<file path="config.mk">
export PLATFORM = sky130hd
export DESIGN_NAME = reset_sequencer_flat
export DESIGN_NICKNAME = d
export VERILOG_FILES = /design/src/rtl/reset_sequencer_if.sv /design/src/rtl/reset_sequencer.sv /design/src/flat_wrapper.sv
export SDC_FILE = /design/constraint.sdc
export NUM_CORES = 1
export LEC_CHECK = 0
export BUFFER_PORTS_ARGS = -buffer_cell sky130_fd_sc_hd__buf_2
export CAP_MARGIN = 20
export CELL_PAD_IN_SITES_DETAIL_PLACEMENT = 2
export CELL_PAD_IN_SITES_GLOBAL_PLACEMENT = 2
export CORE_MARGIN = 2
export CORE_UTILIZATION = 24
export CTS_CLUSTER_SIZE = 8
export DETAILED_ROUTE_END_ITERATION = 7
export GPL_TIMING_DRIVEN = 0
export PLACE_DENSITY_LB_ADDON = 0.1
export REMOVE_ABC_BUFFERS = 1
export SLEW_MARGIN = 40
export SYNTH_ARGS = -nofsm -noshare
export SYNTH_HDL_FRONTEND = slang
export SYNTH_SLANG_ARGS = --single-unit
</file>
<file path="constraint.sdc">
create_clock -name clk -period 2.28 [get_ports clk]
set_input_delay 0.114 -clock clk [delete_from_list [all_inputs] [get_ports clk]]
set_output_delay 0.114 -clock clk [all_outputs]
set_load 0.05 [all_outputs]
</file>
<file path="src/rtl/reset_sequencer_if.sv">
// -----------------------------------------------------------------------------
// reset_sequencer_if
// Groups the board-facing inputs and the core-facing outputs of the reset
// sequencer into one bundle.
//   pll_lock      : PLL lock indication, asynchronous to the sequencer clock
//   btn_n         : user pushbutton, active-low, asynchronous and bouncy
//   cpu_resetn    : active-low reset to the core, high only in RUN
//   state         : sequencer state (HOLD=0, WAIT_LOCK=1, STRETCH=2, RUN=3)
//   lock_lost_cnt : saturating count of lock losses observed in RUN
// modport slave  : the sequencer side
// modport master : the environment side (board / testbench)
// -----------------------------------------------------------------------------
`timescale 1ns/1ps

interface reset_sequencer_if;
    logic       pll_lock;
    logic       btn_n;
    logic       cpu_resetn;
    logic [1:0] state;
    logic [7:0] lock_lost_cnt;

    modport master (
        output pll_lock,
        output btn_n,
        input  cpu_resetn,
        input  state,
        input  lock_lost_cnt
    );

    modport slave (
        input  pll_lock,
        input  btn_n,
        output cpu_resetn,
        output state,
        output lock_lost_cnt
    );
endinterface

</file>
<file path="src/rtl/reset_sequencer.sv">
// -----------------------------------------------------------------------------
// reset_sequencer
// Holds the core in reset until the PLL is locked, lock has been stable for
// LOCK_FILTER cycles and a further STRETCH_CYCLES delay has elapsed. A
// debounced pushbutton forces a user reset, and lock loss in RUN drops the
// core back into reset and is counted for debug.
// Ports:
//   clk   : PLL output clock, sole clock
//   reset : asynchronous active-high reset, clears every register
//   bus   : reset_sequencer_if.slave (pll_lock, btn_n in; cpu_resetn,
//           state, lock_lost_cnt out; all outputs are registers)
// -----------------------------------------------------------------------------
`timescale 1ns/1ps

module reset_sequencer #(
    parameter int LOCK_FILTER     = 16,
    parameter int STRETCH_CYCLES  = 4000,
    parameter int DEBOUNCE_CYCLES = 400000
) (
    input  logic             clk,
    input  logic             reset,
    reset_sequencer_if.slave bus
);

    localparam int FILT_W = $clog2(LOCK_FILTER + 1);
    localparam int STR_W  = $clog2(STRETCH_CYCLES + 1);
    localparam int DB_W   = $clog2(DEBOUNCE_CYCLES + 1);

    localparam logic [FILT_W-1:0] FILT_LAST = FILT_W'(LOCK_FILTER - 1);
    localparam logic [STR_W-1:0]  STR_LOAD  = STR_W'(STRETCH_CYCLES - 1);
    localparam logic [DB_W-1:0]   DB_LAST   = DB_W'(DEBOUNCE_CYCLES - 1);

    typedef enum logic [1:0] {
        ST_HOLD      = 2'd0,
        ST_WAIT_LOCK = 2'd1,
        ST_STRETCH   = 2'd2,
        ST_RUN       = 2'd3
    } state_t;

    logic              r_lock_meta;
    logic              r_lock_s;
    logic              r_btn_meta;
    logic              r_btn_s;
    logic              r_btn_db;
    logic [DB_W-1:0]   r_db_cnt;
    logic [FILT_W-1:0] r_filt_cnt;
    logic [FILT_W-1:0] w_filt_next;
    logic [STR_W-1:0]  r_str_cnt;
    logic [STR_W-1:0]  w_str_next;
    state_t            r_state;
    state_t            w_state_next;
    logic              r_cpu_resetn;
    logic              w_cpu_resetn_next;
    logic [7:0]        r_lost_cnt;
    logic [7:0]        w_lost_next;

    // Two-flop synchronizers for the asynchronous lock and (inverted) button.
    always_ff @(posedge clk or posedge reset) begin
        if (reset) begin
            r_lock_meta <= 1'b0;
            r_lock_s    <= 1'b0;
            r_btn_meta  <= 1'b0;
            r_btn_s     <= 1'b0;
        end else begin
            r_lock_meta <= bus.pll_lock;
            r_lock_s    <= r_lock_meta;
            r_btn_meta  <= ~bus.btn_n;
            r_btn_s     <= r_btn_meta;
        end
    end

    // Debouncer: the level changes only after DEBOUNCE_CYCLES consecutive
    // mismatching cycles; any agreeing cycle restarts the count.
    always_ff @(posedge clk or posedge reset) begin
        if (reset) begin
            r_btn_db <= 1'b0;
            r_db_cnt <= {DB_W{1'b0}};
        end else if (r_btn_s == r_btn_db) begin
            r_db_cnt <= {DB_W{1'b0}};
        end else if (r_db_cnt == DB_LAST) begin
            r_btn_db <= r_btn_s;
            r_db_cnt <= {DB_W{1'b0}};
        end else begin
            r_db_cnt <= r_db_cnt + 1'b1;
        end
    end

    // State register together with its counters and the registered outputs.
    always_ff @(posedge clk or posedge reset) begin
        if (reset) begin
            r_state      <= ST_HOLD;
            r_cpu_resetn <= 1'b0;
            r_filt_cnt   <= {FILT_W{1'b0}};
            r_str_cnt    <= {STR_W{1'b0}};
            r_lost_cnt   <= 8'd0;
        end else begin
            r_state      <= w_state_next;
            r_cpu_resetn <= w_cpu_resetn_next;
            r_filt_cnt   <= w_filt_next;
            r_str_cnt    <= w_str_next;
            r_lost_cnt   <= w_lost_next;
        end
    end

    // Next-state logic. In STRETCH a lock glitch outranks the button so the
    // sequence restarts from the filter; in RUN the button outranks lock loss.
    always_comb begin
        w_state_next = r_state;
        case (r_state)
            ST_HOLD: begin
                if (r_btn_db) begin
                    w_state_next = ST_HOLD;
                end else begin
                    w_state_next = ST_WAIT_LOCK;
                end
            end
            ST_WAIT_LOCK: begin
                if (r_btn_db) begin
                    w_state_next = ST_HOLD;
                end else if (r_lock_s && (r_filt_cnt == FILT_LAST)) begin
                    w_state_next = ST_STRETCH;
                end else begin
                    w_state_next = ST_WAIT_LOCK;
                end
            end
            ST_STRETCH: begin
                if (!r_lock_s) begin
                    w_state_next = ST_WAIT_LOCK;
                end else if (r_btn_db) begin
                    w_state_next = ST_HOLD;
                end else if (r_str_cnt == {STR_W{1'b0}}) begin
                    w_state_next = ST_RUN;
                end else begin
                    w_state_next = ST_STRETCH;
                end
            end
            ST_RUN: begin
                if (r_btn_db) begin
                    w_state_next = ST_HOLD;
                end else if (!r_lock_s) begin
                    w_state_next = ST_WAIT_LOCK;
                end else begin
                    w_state_next = ST_RUN;
                end
            end
            default: begin
                w_state_next = ST_HOLD;
            end
        endcase
    end

    // Counter updates. The filter only counts while staying in WAIT_LOCK with
    // lock present, so every entry into WAIT_LOCK starts from zero.
    always_comb begin
        w_filt_next = {FILT_W{1'b0}};
        w_str_next  = {STR_W{1'b0}};
        w_lost_next = r_lost_cnt;

        if ((r_state == ST_WAIT_LOCK) && (w_state_next == ST_WAIT_LOCK) && r_lock_s) begin
            w_filt_next = r_filt_cnt + 1'b1;
        end else begin
            w_filt_next = {FILT_W{1'b0}};
        end

        if (w_state_next == ST_STRETCH) begin
            if (r_state == ST_STRETCH) begin
                w_str_next = r_str_cnt - 1'b1;
            end else begin
                w_str_next = STR_LOAD;
            end
        end else begin
            w_str_next = {STR_W{1'b0}};
        end

        // Lock loss in RUN is counted even when the button wins the transition.
        if ((r_state == ST_RUN) && !r_lock_s && (r_lost_cnt != 8'hFF)) begin
            w_lost_next = r_lost_cnt + 8'd1;
        end else begin
            w_lost_next = r_lost_cnt;
        end
    end

    // Output decode from the next state so cpu_resetn changes with the state.
    always_comb begin
        w_cpu_resetn_next = 1'b0;
        if (w_state_next == ST_RUN) begin
            w_cpu_resetn_next = 1'b1;
        end else begin
            w_cpu_resetn_next = 1'b0;
        end
    end

    assign bus.cpu_resetn    = r_cpu_resetn;
    assign bus.state         = r_state;
    assign bus.lock_lost_cnt = r_lost_cnt;

endmodule

</file>
<file path="src/flat_wrapper.sv">
// flat-port wrapper written by rule: the top's interface ports become plain ports
module reset_sequencer_flat 
#(
    parameter int LOCK_FILTER     = 16,
    parameter int STRETCH_CYCLES  = 4000,
    parameter int DEBOUNCE_CYCLES = 400000
)
  (clk, reset, bus_pll_lock, bus_btn_n, bus_cpu_resetn, bus_state, bus_lock_lost_cnt);
  reset_sequencer_if bus_i ();
  input  logic clk;
  input  logic reset;
  input wire logic [$bits(bus_i.pll_lock)-1:0] bus_pll_lock;
  input wire logic [$bits(bus_i.btn_n)-1:0] bus_btn_n;
  output wire logic [$bits(bus_i.cpu_resetn)-1:0] bus_cpu_resetn;
  output wire logic [$bits(bus_i.state)-1:0] bus_state;
  output wire logic [$bits(bus_i.lock_lost_cnt)-1:0] bus_lock_lost_cnt;
  assign bus_i.pll_lock = bus_pll_lock;
  assign bus_i.btn_n = bus_btn_n;
  assign bus_cpu_resetn = bus_i.cpu_resetn;
  assign bus_state = bus_i.state;
  assign bus_lock_lost_cnt = bus_i.lock_lost_cnt;
  reset_sequencer #(.LOCK_FILTER(LOCK_FILTER), .STRETCH_CYCLES(STRETCH_CYCLES), .DEBOUNCE_CYCLES(DEBOUNCE_CYCLES)) u_core (.clk(clk), .reset(reset), .bus(bus_i));
endmodule
</file>
==> results.yml <==
drt:
  route.detailed.drc: 0
  wl_per_cell_um: 15.1
  routed_via_density: 4.61
  route.vias.total: 1806
  wl_um: 5940
  ant_nets: 0
  firstDrtPassIters: 4
  drtIter0Drc: 36
critical_path:
  path_cells: "ha_1, nand3_1, or4_4, or3_1, a21oi_1"
  r2r_cells: 5
  rrSetupSlack_ns: 0.24
  cp.required_ns: 2.51
  end_kind: "flip-flop"
  cp_slowest_stage_delay_ns: 0.64
  critPathArrivalTime_ns: 2.27
  crit_family: "simple AND/OR/NAND/NOR gates"
  r2r_end: "u_core.r_db_cnt[16]"
  r2r-start: "u_core.r_db_cnt[0]"
  crit_fanout: 5
  slowest_stage: "or4_4"
  crit_buf_inv: 0
  crit_type: "reg2reg"
  setup.worst_path.start_class: "flip-flop"
hold_path:
  hp-class: "in2async"
layout:
  fin_nets: 268
  final_cell_area_um2: 2830
  insertedDiodeCount: 0
  layout-drive-gt1-share_pct: 13.9
  area_growth_pct: 15.4
placed_design:
  place.gp.congestion: 0.675
  placedInstanceArea_um2: 2700
  hpwl_um: 4100
  portBuffers: 14
timing:
  whs_ns: 0.312
  setup_violations: 0
  period_needed_ns: 2.04
  clock_skew_ns: 0.00882
  fmax_mhz: 491
  maxSlewHeadroom_pct: 61.2
  max_slew.worst_pin.slew_ns: 0.581
  period_share_pct: 89.4
  rsz0062_at_grt: "no"
  hold_violations: 0
  drv_slew: 0
clock_network:
  root_buffer: "clkbuf_8"
  clock_latency_ns: 0.31
  clk_pin_slew_ns: 0.10
  cts_buffers: 5
  cts_tree: "built"
  clock-sinks: 52
  clockBufferDepth: 2
  h-tree-depth: 2
power_and_ir_drop:
  swShare_pct: 23.6
  power_density_nw_per_um2: 554
  clockPowerShare_pct: 36.1
  max-vdd-ir-drop_mv: 0.213
  power_frac_seq_pct: 60.2
  power_mw: 1.57
  p_leak_nw: 1.29
  p_switching_mw: 0.369
  power.internal_mw: 1.20
  pwr-share-comb_pct: 3.7
synthesis:
  ys_ff_latch: 52
  yosysTopAreaCell: "dfrtp_1"
  synthArstFlopShare_pct: 100
  yosysSeqAreaShare_pct: 53.1
  syn_area_um2: 2450
  ys.flop_type: "dfrtp_1"
  synth.area.top_cells: "dfrtp_1 (53%), xnor2_1 (8.2%), xor2_1 (3.9%)"
  synth_edf_count: 0
  yosysTopAreaCellShare_pct: 53.1
  syn_inst: 237
  synth_cell_type_count: 35
  avgSynthCellArea_um2: 10.3
  synth_warnings: 0
  synth_common_cells: "dfrtp_1 (52), nor2_1 (24), xnor2_1 (23), a21oi_1 (18), nor3_1 (14)"
  synth_most_common_cell: "dfrtp_1"
die:
  placementRows: 36
  die_h_um: 105
  die_area_um2: 11000
  core_area_um2: 9860
  ioPinCount: 15
  initial_core_util_pct: 24.8
  fp.dieW_um: 105
flow_run:
  cap_violations: 0
global_routing:
  grt_max_degree: 32
  grt_pass1_wl_um: 10100
  gr-total-overflow: 0
  first_global_vias: 1962
  grt.total_usage_pct: 11.5
  grt_antenna_before_repair: 0
outcome:
  status: "finished, final reports clean"
==> registers in the layout (all words and copies together) (netlist names) <==
| name | cells |
|---|---|
| u_core.r_db_cnt | 19 |
| u_core.r_str_cnt | 12 |
| u_core.bus.lock_lost_cnt | 8 |
| u_core.r_filt_cnt | 5 |
| u_core.bus.state | 2 |
| u_core.bus.cpu_resetn | 1 |
| u_core.r_btn_db | 1 |
| u_core.r_btn_meta | 1 |
| u_core.r_btn_s | 1 |
| u_core.r_lock_meta | 1 |
| u_core.r_lock_s | 1 |
==> tightest hold or removal path: stages <==
cell	delay, ns
dlygate4sd3_1	0.54
buf_2	0.14
inv_4	0.23
==> timing repair <==
action	in CTS	in global routing
buffers inserted	0	0
gates resized for setup	0	1
hold buffers	3	0
endpoints found under the hold margin	23	0
endpoints found under the setup margin	0	1
==> logic make-up (layout without fill, tap and decap cells) <==
kind of cell,after synthesis,after routing,synth area share [%]
compound gates,29,29,7.15
xor+xnor,34,34,12.1
fa+ha+maj,6,6,3.06
buf+inv,15,37,2.40
flops,52,52,53.1
mux,2,2,0.919
simple gates,99,99,21.2
==> per-stage QoR <==
| step | std cells | TNS [ns] | setup WS, ns | util, % |
|---|---|---|---|---|
| 6_report | 392 | 0 | 0.243 | 28.7 |
| 5_1_grt | 392 | 0 | 0.0788 | 28.7 |
| 4_1_cts | 392 | 0 | 0.146 | 28.6 |
| 3_5_place_dp | 381 | 0 | 0.157 | 27.4 |
| 3_3_place_gp | 380 | -0.0944 | -0.00459 | 27.1 |
| 2_1_floorplan | 233 | 0 | 0.408 | - |
==> power by group through the flow <==
stage	logic [mW]	clock network, mW	registers (mW)
3_3_place_gp	0.0514	0	0.962
3_5_place_dp	0.0584	0	0.962
4_1_cts	0.0622	0.606	0.944
5_1_grt	0.0697	0.640	0.945
2_1_floorplan	0.0355	0	0.959
6_report	0.0580	0.566	0.943
==> per-layer routing <==
metal / track usage, % / part of all wire [%] / up-vias
met4: 3.71 / 0.89 / 0
met1: 15.2 / 49 / 923
met5: 0 / 0 / -
li1: - / - / 867
met3: 2.50 / 2.5 / 2
met2: 18.7 / 48 / 14
==> final cells by class <==
class / instances / area [um^2]
inverters: 11 / 43.8
fillers: 1078 / 7040
flip-flops and latches: 52 / 1300
clock inverters: 2 / 10.0
multi-input cells: 170 / 1100
clock buffers: 6 / 82.6
repair buffers: 18 / 120
well taps: 133 / 166
==> layout by cell type (no fill, tap or decap), types with 6 or more instances in the layout <==
cell / count
a21oi_1: 18
buf_2: 14
clkbuf_8: 6
dfrtp_1: 52
ha_1: 6
inv_1: 10
nand2_1: 13
nand3_1: 9
nand4_1: 8
nor2_1: 24
nor3_1: 14
nor4_1: 6
xnor2_1: 23
xor2_1: 11
==> how the worst max path moves through the flow <==
stage	from	end	slack, ns	cells after the start
detailed placement	u_core.r_db_cnt[0]	u_core.r_db_cnt[16]	0.16	5
CTS	u_core.r_db_cnt[0]	u_core.r_db_cnt[16]	0.15	5
global route	u_core.r_db_cnt[0]	u_core.r_db_cnt[16]	0.08	5
global placement	reset	u_core.r_db_cnt[12]	-0.005	2
floorplan	u_core.r_filt_cnt[0]	u_core.r_filt_cnt[1]	0.41	7
finish	u_core.r_db_cnt[0]	u_core.r_db_cnt[16]	0.24	5
No activity file was read; power rests on OpenSTA's default activity.
